**src/rtl/serial_adder_pkg.sv**
```systemverilog
// Shared constants and FSM encoding for the bit-serial adder.
package serial_adder_pkg;

  localparam int unsigned DefaultWidth = 8;

  typedef enum logic [1:0] {
    StIdle  = 2'd0,
    StShift = 2'd1,
    StDone  = 2'd2
  } state_e;

endpackage

```
**src/rtl/full_adder_cell.sv**
```systemverilog
// Full adder built from two half-adder cells plus an OR of their carries.
module full_adder_cell (
  input  logic A,
  input  logic B,
  input  logic Cin,
  output logic Sum,
  output logic Cout
);

  logic s0;
  logic c0;
  logic c1;

  half_adder u_ha0 (
    .a     (A),
    .b     (B),
    .sum   (s0),
    .carry (c0)
  );

  half_adder u_ha1 (
    .a     (s0),
    .b     (Cin),
    .sum   (Sum),
    .carry (c1)
  );

  assign Cout = c0 | c1;

endmodule

```
**src/rtl/half_adder.sv**
```systemverilog
// Combinational half-adder cell.
module half_adder (
  input  logic a,
  input  logic b,
  output logic sum,
  output logic carry
);

  assign sum   = a ^ b;
  assign carry = a & b;

endmodule

```
**src/rtl/serial_adder.sv**
```systemverilog
// Bit-serial WIDTH-bit adder: one full-adder cell, LSB first, valid/ready on both sides.
module serial_adder
  import serial_adder_pkg::*;
#(
  parameter int unsigned WIDTH = DefaultWidth
) (
  input  logic             clk,
  input  logic             rst_n,
  input  logic             in_valid,
  output logic             in_ready,
  input  logic [WIDTH-1:0] a,
  input  logic [WIDTH-1:0] b,
  input  logic             cin,
  output logic             out_valid,
  input  logic             out_ready,
  output logic [WIDTH-1:0] sum,
  output logic             cout
);

  localparam int unsigned CNT_W = $clog2(WIDTH + 1);

  state_e           state_q, state_d;
  logic [WIDTH-1:0] a_sh_q, a_sh_d;
  logic [WIDTH-1:0] b_sh_q, b_sh_d;
  logic [WIDTH-1:0] sum_q, sum_d;
  logic             carry_q, carry_d;
  logic             cout_q, cout_d;
  logic [CNT_W-1:0] cnt_q, cnt_d;
  logic             fa_s;
  logic             fa_c;

  full_adder_cell u_fa (
    .A    (a_sh_q[0]),
    .B    (b_sh_q[0]),
    .Cin  (carry_q),
    .Sum  (fa_s),
    .Cout (fa_c)
  );

  always_comb begin
    state_d   = state_q;
    a_sh_d    = a_sh_q;
    b_sh_d    = b_sh_q;
    sum_d     = sum_q;
    carry_d   = carry_q;
    cout_d    = cout_q;
    cnt_d     = cnt_q;
    in_ready  = 1'b0;
    out_valid = 1'b0;
    case (state_q)
      StIdle: begin
        in_ready = 1'b1;
        if (in_valid) begin
          a_sh_d  = a;
          b_sh_d  = b;
          carry_d = cin;
          cnt_d   = '0;
          state_d = StShift;
        end
      end
      StShift: begin
        carry_d = fa_c;
        a_sh_d  = a_sh_q >> 1;
        b_sh_d  = b_sh_q >> 1;
        // New bit enters at the MSB; after WIDTH shifts bit 0 holds the LSB result.
        sum_d   = WIDTH'({fa_s, sum_q} >> 1);
        cnt_d   = cnt_q + CNT_W'(1);
        if (cnt_q == CNT_W'(WIDTH - 1)) begin
          cout_d  = fa_c;
          state_d = StDone;
        end
      end
      StDone: begin
        out_valid = 1'b1;
        if (out_ready) begin
          state_d = StIdle;
        end
      end
      default: state_d = StIdle;
    endcase
  end

  always_ff @(posedge clk or negedge rst_n) begin
    if (!rst_n) begin
      state_q <= StIdle;
      a_sh_q  <= '0;
      b_sh_q  <= '0;
      sum_q   <= '0;
      carry_q <= 1'b0;
      cout_q  <= 1'b0;
      cnt_q   <= '0;
    end else begin
      state_q <= state_d;
      a_sh_q  <= a_sh_d;
      b_sh_q  <= b_sh_d;
      sum_q   <= sum_d;
      carry_q <= carry_d;
      cout_q  <= cout_d;
      cnt_q   <= cnt_d;
    end
  end

  assign sum  = sum_q;
  assign cout = cout_q;

endmodule

```
**config.mk**
```make
export PLATFORM = sky130hd
export DESIGN_NAME = serial_adder
export DESIGN_NICKNAME = d
export VERILOG_FILES = /design/src/rtl/serial_adder_pkg.sv /design/src/rtl/full_adder_cell.sv /design/src/rtl/half_adder.sv /design/src/rtl/serial_adder.sv
export SDC_FILE = /design/constraint.sdc
export NUM_CORES = 1
export LEC_CHECK = 0
export ABC_CLOCK_PERIOD_IN_PS = 2300
export BUFFER_PORTS_ARGS = -buffer_cell sky130_fd_sc_hd__clkbuf_2
export CELL_PAD_IN_SITES_DETAIL_PLACEMENT = 1
export CELL_PAD_IN_SITES_GLOBAL_PLACEMENT = 1
export CORE_UTILIZATION = 44
export CTS_CLUSTER_DIAMETER = 120
export DETAILED_ROUTE_END_ITERATION = 7
export PLACE_DENSITY = 0.92
export SKIP_CTS_REPAIR_TIMING = 1
export SLEW_MARGIN = 20
export SYNTH_ARGS = -nofsm -noshare
export SYNTH_HDL_FRONTEND = slang
export SYNTH_SLANG_ARGS = --single-unit
```
**constraint.sdc**
```tcl
create_clock -name clk -period 2.3 [get_ports clk]
set_clock_uncertainty 0.15 [all_clocks]
set_input_delay 0.345 -clock clk [delete_from_list [all_inputs] [get_ports clk]]
set_output_delay 0.345 -clock clk [all_outputs]
set_load 0.01 [all_outputs]
```
# After elaboration in Yosys (flattened, before gate mapping)
# Cells that the tools add are included.
[word_totals]
word_cells = 38
input_bits = 21
register_bits = 32
[classes]
mux = 14
n_reduce_logical = 5
n_bitwise = 5
n_eq_ne = 6
add_sub_neg = 1
[ops]
columns = ["cell", "n"]
rows = [
  ["$pmux 8 s2", 2],
  ["$mux 8", 2],
  ["$pmux 4 s2", 1],
  ["$mux 2", 3],
  ["$ne 2x2->1 const B", 3],
  ["$pmux 2 s3", 1],
  ["$add 4x1->4 const B", 1],
  ["$eq 4x3->1 const B", 1],
  ["$mux 4", 1],
  ["$reduce_and 2->1", 2],
  ["$mux 1", 3],
  ["$reduce_and 3->1", 1],
  ["$and 1x1->1", 2],
  ["$eq 2x1->1 const B", 1],
  ["$eq 2x2->1 const B", 1],
  ["$logic_not 2->1", 1],
  ["$pmux 1 s2", 1],
  ["$reduce_bool 2->1", 1],
  ["$xor 1x1->1", 2],
  ["$or 1x1->1", 1],
]

# Logic depth before layout (Yosys ltp)
[logic_depth]
depth_word = 4
ltp_mapped = 5

# By module
# From an unflattened synthesis, not the netlist that was laid out.
[hier_totals]
hier_cells = 159
hier_area_um2 = 1546.5
[by_module_without_submodules]
columns = ["mod", "seq_area_each_um2", "n_inst", "area_per_inst_um2", "cells_each"]
rows = [
  ["serial_adder", 800.8, 1, 1515.2, 156],
  ["half_adder", 0.0, 2, 12.5, 1],
  ["full_adder_cell", 0.0, 1, 6.3, 1],
]

# Worst setup path before layout
# Ideal clock, no wire load.
[synth_path]
kind = "register to register"
startpoint = "register cnt_q[0]"
endpoint = "register cout_q, in the netlist cout"
n_path_buf = 0
stages_incl_launch_ff = 5
setup_time_ns = 0.125
synth_period_minus_slack_ns = 1.412
setup_slack_ns = 0.888
arrival_ns = 1.137
cell_sequence = "dfrtp_1 ha_1 and3b_1 nand2_2 mux2_4"
[synth_between]
elab_chain_len = 2
[synth_lines]
columns = ["item", "line_no", "rtl"]
rows = [
  ["start, declared", "serial_adder.sv:28", "logic [CNT_W-1:0] cnt_q, cnt_d;"],
  ["start signal, assigned", "serial_adder.sv:99", "cnt_q <= cnt_d;"],
  ["$eq 4x3->1", "serial_adder.sv:68", "if (cnt_q == CNT_W'(WIDTH - 1)) begin"],
  ["$reduce_and 2->1 (no source line)", "--", ""],
  ["end signal, assigned", "serial_adder.sv:98", "cout_q <= cout_d;"],
  ["end, declared", "serial_adder.sv:27", "logic cout_q, cout_d;"],
]
# No other way between the ends.
# A chain may end at the register's enable or synchronous reset.

# Final worst setup path
[layout_path]
startpoint = "register state_q[0]"
endpoint = "output port in_ready"
[layout_between]
elab_chain_len = 2
[layout_lines]
columns = ["item", "line_no", "rtl"]
rows = [
  ["start, declared", "serial_adder.sv:22", "state_e state_q, state_d;"],
  ["start signal, assigned", "serial_adder.sv:85", "state_q <= StIdle;"],
  ["start signal, assigned", "serial_adder.sv:93", "state_q <= state_d;"],
  ["$logic_not 2->1", "serial_adder.sv:50", "case (state_q)"],
  ["$mux 1", "serial_adder.sv:50", ""],
  ["end, declared", "serial_adder.sv:10", "output logic in_ready,"],
]
# No other way between the ends.

==> impl_results.md <==
* Status: complete, no violations
* Gate Count Post-Synth at between 150 and 200
* Synth top area share at between 50 and 60%
* # port buffers at 31
* Number of synthesized flops with an enable pin at 0
* Finished Layout Cells at between 200 and 250
* Global-route wire length before repair at approximately 6.2 mm
* Hold_ws at around 0.074 ns
* FF+latch area at around 800 sq um
* Final hold violation count at 0
* Crit path cell chain: buf_4 -> nor2_1 -> clkbuf_2
* Pin count of the biggest net entering global routing at 33
* CP delay by family, top: flip-flops
* Mapped Nets at approximately 180
* Setup TNS Final at 0 ns
* Crit path required time at around 1.8 ns
* Routed WL at about 3.8 mm
* Final Cycle Share at around four fifths
* Adder-cell share of the synthesized area at between 2 and 2.5%
* Worst-path clk slew at around 0.1 ns
* Post-Synth Simple-Gate Area at 18.1%
* Post-synthesis xor/xnor area fraction at 0%
* Synthesized cell area at 1540 sq um
* DR WL/cell at 16.1 um
* Die height at 61.2 um
* Max VDD drop at between 0.0005 and 0.0006 V
* Worst setup EP type: output pin
* Synth cell types at 26
* Slew HR at a little under half
* Worst endpoint data arrival time at roughly 1.4 ns
* Crit path max-delay cell type: dfrtp_1
* Clock latency on the worst-skew pair at 0.33 ns
* Number of nets with antenna violations after routing at 0
* Post-DP Area at around 1700 sq um
* Clk root buf: clkbuf_4
* Synth Register Bits at 32
* Initial antenna violation count at 0
* Mux cell area share after synthesis at under 10%
* DP HPWL at 2.73 mm
* Complex-gate fraction of the synthesized area at between 20% and 30%
* DIE WIDTH at about 61 um
* Design area at ~1800 sq um
* Pins Over Slew Limit at 0
* Synth top cells by count: dfrtp_1, nand2_1, a21oi_1, a22oi_1, nor2b_1
* Vias at 1314
* H-tree Lvls at 2
* Filler instances at approximately 420
* Crit Path Category: flip-flop to output pin
* Unrepaired setup endpoints after global routing: no
* Least-Margin Pin Slew at between 0.7 and 0.8 ns
* Syn Area/Cell at between 9 and 10 sq um
* GRT overflow at 0
* Largest stage delay on the critical path at between 0.5 and 0.6 ns
* Initial DRC Count at 29
* CTS tree: built
* Synth Warn # at 0
* Share of post-route cells with drive strength above 1 at a little under a quarter
* Row count at 21
* Core area at between 3000 and 4000 sq um
* GPL Wtd Cong at about 0.73
* Area contributors post-synth: dfrtp_1, a22oi_1, nand2_1
* DRC viols at 0
* Gr usage total at a little under a quarter
* Power Density at roughly 1200 nW/um^2
* N_diodes at 0
* Number of max-cap violations at 0
* Cts bufs inserted at 5
* Largest family of logic cells by synthesized area: compound AO/OA/AOI/OAI gates
* Initial core utilization at a little under half
* Area Overhead vs Synth at 15.9%
* Most used flip-flop cell after synthesis: dfrtp_1
* Clock Tree Buf Depth at 2
* Bufs and invs on worst path at 2
* Synth area leader: dfrtp_1
* DRT Pass-1 Iters at 4
* Post-synthesis sequential area ratio at between 50% and 60%
* PnR Total Power at 0.00214 W
* Via density at roughly 5.5
* Die area at around 3700 sq um
* Finish-stage setup viols at 0
* Fraction of registers with async set/reset at 100%
* CTS sink count at 32
* Placed Cells incl. Taps at between 200 and 250
* Vias in the first global route at approximately 1.3k
* Fmax at 0.536 GHz
* Most common cell in the netlist: dfrtp_1
* Nets at approximately 210
* Crit path launch type: flip-flop
* Number of I/O pins at 32
* Worst hold path class: input pin to flip-flop
* Max FO, Critical Path at 14
* Leakage at 0.891 nW
* Post-layout min period at ~1.9 ns
* Area occupied by multi-input gates at 672 sq um
metrics by stage:
step	worst slack (ns)	util, %
finish	0.434	53.6
global route	0.358	53.6
CTS	0.335	53.2
detailed placement	0.289	51.4
global placement	0.471	51.4
floorplan	0.888	-
state kept, by name, indices dropped and copies added, names as in the netlist:
signal   flops
a_sh_q       8
b_sh_q       8
carry_q      1
cnt_q        4
cout         1
state_q      2
sum          8
worst paths after layout:
| path | start | endpoint | slack [ns] | depth (start not counted) |
|---|---|---|---|---|
| worst max-delay path | state_q[0] | in_ready | 0.43 | 3 |
| worst min-delay path | out_ready | state_q[1] | 0.07 | 2 |
| worst max register to register | state_q[0] | cnt_q[3] | 0.56 | 3 |
| worst min register to register | sum[0] | sum[0] | 0.35 | 2 |
| max in group asynchronous | rst_n | cnt_q[0] | 1.02 | 2 |
| min in group asynchronous | rst_n | sum[4] | 0.48 | 2 |
kinds of logic (layout without fill, tap and decap cells):
group           Yosys count  after routing
fa+ha+maj                 2              2
mux                       2              2
buf+inv                  12             45
simple gates             55             55
flops                    32             32
compound gates           56             56
power breakdown:
group	total, W	internal, W	leakage, nW	switching [W]
sequential	0.000987	0.000786	0.416	0.000200
combinational	0.000814	0.000355	0.443	0.000459
clock	0.000338	0.000151	0.0326	0.000187
placed cells by master, fill, tap and decap left out, types with 2 or more instances in the layout:
cell       n
a21oi_1   18
a22o_1     2
a22oi_1   15
and2b_1    8
buf_4      4
clkbuf_1   2
clkbuf_2  31
clkbuf_4   5
dfrtp_1   32
nand2_1   28
nand2b_1   2
nand3_1    2
nor2_1     2
nor2b_1   10
o21ai_0    9
o21ai_1   10
area by class of cell:
cell class	count	share of cell area [%]
inverters	1	0.210
flip-flops and latches	32	44.8
multi-input cells	115	37.6
clock buffers	8	3.29
well taps	46	3.22
repair buffers	36	10.9
layer usage:
layer  routed length, um  vias to the layer above  GRT usage, %
met2                1920                       31          39.1
met3                 144                       11          7.14
met4                  87                        0          10.1
li1                    -                      616             -
met1                1670                      656          28.7
met5                   0                        -             0
Power figures use the tool's default switching activity.
